$ cat src/rtl/fetch_unit.sv
// Instruction-fetch stage: owns the PC, fetches one word per instruction over a
// valid-qualified handshake, and picks the next PC from jump/branch controls.
module fetch_unit #(
  parameter logic [31:0] RESET_PC = 32'h0000_0000,
  parameter int unsigned MAX_WAIT = 15
) (
  input  logic        clk,
  input  logic        rst,
  output logic        imem_req,
  output logic [31:0] imem_addr,
  input  logic [31:0] imem_rdata,
  input  logic        imem_valid,
  output logic [31:0] ins,
  output logic        ins_valid,
  output logic [31:0] pc,
  output logic [31:0] pc_plus4,
  input  logic        Branch,
  input  logic        zero,
  input  logic        PCSrc,
  input  logic        stall,
  output logic        fetch_err
);

  typedef enum logic [1:0] {
    S_IDLE  = 2'd0,
    S_FETCH = 2'd1,
    S_EXEC  = 2'd2,
    S_ERR   = 2'd3
  } state_t;

  localparam logic [7:0] WAIT_LAST = 8'(MAX_WAIT - 1);

  state_t      state_q, state_d;
  logic [7:0]  wait_q, wait_d;
  logic [31:0] pc_q, pc_d;
  logic [31:0] ins_q, ins_d;
  logic [31:0] pc_plus4_w;

  // Jump keeps the upper nibble of pc+4; branch offset is a signed word count.
  function automatic logic [31:0] next_pc(input logic [31:0] p4,
                                          input logic [25:0] target,
                                          input logic        jmp,
                                          input logic        taken);
    logic signed [31:0] off;
    off = {{14{target[15]}}, target[15:0], 2'b00};
    if (jmp)
      return {p4[31:28], target, 2'b00};
    else if (taken)
      return p4 + $unsigned(off);
    else
      return p4;
  endfunction

  assign pc_plus4_w = pc_q + 32'd4;

  always_ff @(posedge clk or posedge rst) begin
    if (rst) begin
      state_q <= S_IDLE;
      wait_q  <= 8'd0;
      pc_q    <= RESET_PC;
      ins_q   <= 32'd0;
    end else begin
      state_q <= state_d;
      wait_q  <= wait_d;
      pc_q    <= pc_d;
      ins_q   <= ins_d;
    end
  end

  always_comb begin
    state_d = state_q;
    wait_d  = wait_q;
    pc_d    = pc_q;
    ins_d   = ins_q;
    case (state_q)
      S_IDLE: state_d = S_FETCH;
      S_FETCH: begin
        // A response on the final wait edge still wins over the timeout.
        if (imem_valid) begin
          ins_d   = imem_rdata;
          wait_d  = 8'd0;
          state_d = S_EXEC;
        end else begin
          wait_d = wait_q + 8'd1;
          if (wait_q == WAIT_LAST) state_d = S_ERR;
        end
      end
      S_EXEC: begin
        if (!stall) begin
          pc_d    = next_pc(pc_plus4_w, ins_q[25:0], PCSrc, Branch && zero);
          state_d = S_FETCH;
        end
      end
      default: state_d = S_ERR;
    endcase
  end

  always_comb begin
    imem_req  = (state_q == S_FETCH);
    ins_valid = (state_q == S_EXEC);
    fetch_err = (state_q == S_ERR);
  end

  assign imem_addr = pc_q;
  assign pc        = pc_q;
  assign pc_plus4  = pc_plus4_w;
  assign ins       = ins_q;

endmodule
$ cat config.mk
export PLATFORM = sky130hd
export DESIGN_NAME = fetch_unit
export DESIGN_NICKNAME = d
export VERILOG_FILES = /design/src/rtl/fetch_unit.sv
export SDC_FILE = /design/constraint.sdc
export NUM_CORES = 1
export LEC_CHECK = 0
export CORE_UTILIZATION = 32
export CTS_BUF_LIST = sky130_fd_sc_hd__clkbuf_16
export CTS_CLUSTER_SIZE = 14
export DETAILED_ROUTE_END_ITERATION = 16
export DONT_BUFFER_PORTS = 1
export GPL_TIMING_DRIVEN = 0
export SYNTH_ARGS = -nofsm -noshare
export SYNTH_HDL_FRONTEND = slang
export SYNTH_SLANG_ARGS = --single-unit
$ cat constraint.sdc
create_clock -name clk -period 4.67 [get_ports clk]
set_clock_uncertainty 0.15 [all_clocks]
set_input_delay 0.7005 -clock clk [delete_from_list [all_inputs] [get_ports clk]]
set_output_delay 0.7005 -clock clk [all_outputs]
set_load 0.01 [all_outputs]
==> flow_summary_export.csv <==
group,metric,value,unit
timing,timing.final.crit_share,97.05,%
timing,max_clock_freq,220.6,MHz
worst_setup_path,crit_arrival,4.64,ns
timing,hold_violations,0,
placement,dp_hpwl,14.53,mm
floorplan,row_count,48,
flow_run,drv_cap,0,
worst_setup_path,critPathRequiredTime,4.78,ns
global_routing,grt_max_degree,47,
cts,cts_setup_buffers,0,
global_routing,grt-ovfl-total,0,
worst_setup_path,worstSetupEndpointType,"flop",
routing,wl_per_cell,21.04,microns
routing,first_pass_iters,5,
routing,first_iter_violations,298,
synth,synthArstFlopShare,100.0,%
routing,routed_wl,18.98,mm
cts,cts_made_buffers,9,
finish,final_common_cell,"dfrtp_1",
placement,globalplace.congestion,0.9058,
floorplan,die_h,136.3,microns
cts,cts_tree,"done",
cts,cts_htree_levels,3,
timing,max_slew.worst_pin.slew,1.058,ns
finish,multiInputGateArea,3611,sq um
power_and_ir_drop,power_leakage,0.002808,uW
finish,antenna_cells,0,
finish,areaGrowthSynthToFinish,11.34,%
finish,final_cell_mix,"71 x dfrtp_1, 65 x nand2_1, 48 x nor2_1",
worst_setup_path,cp-start-kind,"flop",
finish,drive_above_1_share,15.51,%
power_and_ir_drop,power_density,855.1,nW/um^2
routing,postRouteAntennaNets,0,
floorplan,initial_core_util,33.02,%
global_routing,grt_pass1_vias,4780,
power_and_ir_drop,vdd_drop_max,475.0,uV
timing,slew_headroom,29.44,%
min_path,hold_class,"in -> async",
power_and_ir_drop,clkPwrFrac,12.7,%
timing,slew_violations,0,
finish,fin_util,36.76,%
outcome,status,"finished, final reports clean",
global_routing,track_usage,21.02,%
synth,seq_area_frac_synth,31.22,%
finish,fin_nets,750,
global_routing,antenna_found_initial,0,
routing,drc,0,
cts,cts.clk_slew.worst_paths,0.07,ns
floorplan,die_w,136.3,microns
cts,clockRootBuffer,"clkbuf_16",
power_and_ir_drop,p_int,2709,uW
synth,syn_area_per_cell,8.810,sq um
cts,clk_latency,0.35,ns
placement,io_buffer_count,0,
timing,setup_viol,0,
synth,syn_area,5771,sq um
power_and_ir_drop,p_comb_share,59.2,%
placement,dp.cells,886,
power_and_ir_drop,finalPower,5494,uW
finish,final_design_area_no_fill,6425,sq um
worst_setup_path,crit_slowest_cell,"dfrtp_1",
synth,synth_edf_count,0,
floorplan,num_io_pins,170,
worst_setup_path,crit_top_cell,"nand3_1",
power_and_ir_drop,p_sw_share,50.69,%
floorplan,die_area,18570,sq um
synth,synth_warnings,0,
finish,num-fill-cells,1791,
worst_setup_path,cp_slowest_stage_delay,0.57,ns
worst_setup_path,critPathKind,"reg -> reg",
routing,num_vias,5078,
worst_setup_path,crit_chain,"nand3_1, or2_1, nor3_2, nand3_1, xnor2_2, ha_1, and2_1, and2b_1, a311oi_1, or3b_1, o2111ai_1, a21o_1, and4_1, o31ai_2",
finish,finalNonFillerCells,902,
cts,cts_sinks,72,
cts,clk_path_buf_depth,2,
synth,syn_inst,655,
synth,ys_types,64,
worst_setup_path,cp_max_fo,8,
global_routing,grt_pass1_wl,29.01,mm
finish,layout.area.seq,1803,sq um
cts,cts-hold-fix-buffers,0,
power_and_ir_drop,pwr-share-seq,28.1,%
routing,vias_per_cell,5.630,
power_and_ir_drop,power.switching,2785,uW
placement,place_area,6101,sq um
timing,period_needed,4.532,ns
timing,rsz0062_at_grt,"yes",
synth,ys.flop_type,"dfrtp_1",
floorplan,coreArea,17480,sq um
synth,ys_ff_latch,72,
-- area by class of cell --
class	instances	area share [%]
Sequential cell	72	28.06
Clock buffer	9	3.505
Buffer	60	5.667
Multi-Input combinational cell	516	56.20
Inverter	12	0.7400
Tap cell	225	4.382
Clock inverter	7	1.013
Timing Repair Buffer	1	0.4284
-- per-stage QoR --
step,worst slack (ns),hold slack (ns),TNS (ns)
after floorplan,0.8784,0.3360,0
after global placement,-0.03267,0.3731,-0.03267
after detailed placement,-0.06095,0.3705,-0.06095
after CTS,0.0002962,0.06913,0
after global routing,-0.1709,0.08512,-0.1709
final,0.1379,0.06374,0
-- registers in the layout, summed over array words and instances, names as in the netlist --
name / count
state_q: 2
imem_addr: 30
wait_q: 8
ins: 32
-- worst paths after layout --
check                                          from                        end  slack (ns)  cells after the start
max in group asynchronous                       rst  imem_addr[16]$_DFFE_PP0P_        3.73                      2
setup reg to reg           imem_addr[4]$_DFFE_PP0P_  imem_addr[31]$_DFFE_PP0P_        0.14                     14
min in group clk                              stall     state_q[0]$_DFFE_PP0P_        0.29                      1
setup / recovery           imem_addr[4]$_DFFE_PP0P_  imem_addr[31]$_DFFE_PP0P_        0.14                     14
hold / removal                                  rst  imem_addr[26]$_DFFE_PP0P_        0.06                      1
hold reg to reg               wait_q[2]$_DFFE_PP0P_      wait_q[2]$_DFFE_PP0P_        0.38                      1
-- cell families after synthesis --
family,after synthesis,synth area share [%]
AND/OR/NAND/NOR,218,18.97
AO/OA/AOI/OAI,164,19.04
flip-flops,72,31.22
buffers and inverters,72,7.090
XOR/XNOR,52,7.893
adder cells (fa/ha/maj),39,8.586
multiplexers,37,7.134
other,1,0.06499
-- cell usage after synthesis, drive strengths merged, types with 5 or more instances --
cell type / count / share of area (%)
inv: 12 / 0.78
dfrtp: 72 / 31
and4: 5 / 0.76
o21ai: 40 / 3.5
xor2: 20 / 3.0
nor2: 49 / 3.2
and3: 12 / 1.3
a211oi: 11 / 1.4
nand3: 26 / 2.5
xnor2: 32 / 4.9
nand4: 11 / 1.2
a21o: 20 / 2.6
or3: 9 / 0.98
and2: 5 / 0.54
buf: 38 / 4.9
clkbuf: 22 / 1.4
nand2: 65 / 4.2
o22ai: 5 / 0.54
mux2: 33 / 6.4
a31oi: 7 / 0.76
nor3: 19 / 1.7
ha: 38 / 8.2
a21oi: 38 / 3.6
o31ai: 7 / 1.0
o211ai: 7 / 1.0
o221ai: 6 / 1.0
-- metal layers --
metal	up-vias	GRT usage (%)	wire length [microns]
met4	0	5.617	265
li1	2396	-	-
met2	196	33.39	8952
met5	-	0	0
met1	2467	28.16	8171
met3	19	5.295	1592
-- worst max-delay path, delay by kind of cell, from the launching register on --
kind	cells	cell delay (ns)
adder cells (fa/ha/maj)	1	0.33
AND/OR/NAND/NOR	8	2.08
AO/OA/AOI/OAI	4	0.95
XOR/XNOR	1	0.35
flip-flops	1	0.57
-- power by group through the flow --
stage | combinational [uW] | sequential (uW) | clock (uW)
after floorplan | 2630 | 1360 | 0
after global placement | 3180 | 1550 | 0
after detailed placement | 3200 | 1560 | 0
after CTS | 3220 | 1550 | 717
after global routing | 3640 | 1610 | 744
final | 3250 | 1550 | 699
-- what timing repair did --
action	CTS	global route
hold endpoints to repair	0	0
setup endpoints to repair	1	11
resized for setup	2	4
Power figures use the tool's default switching activity.
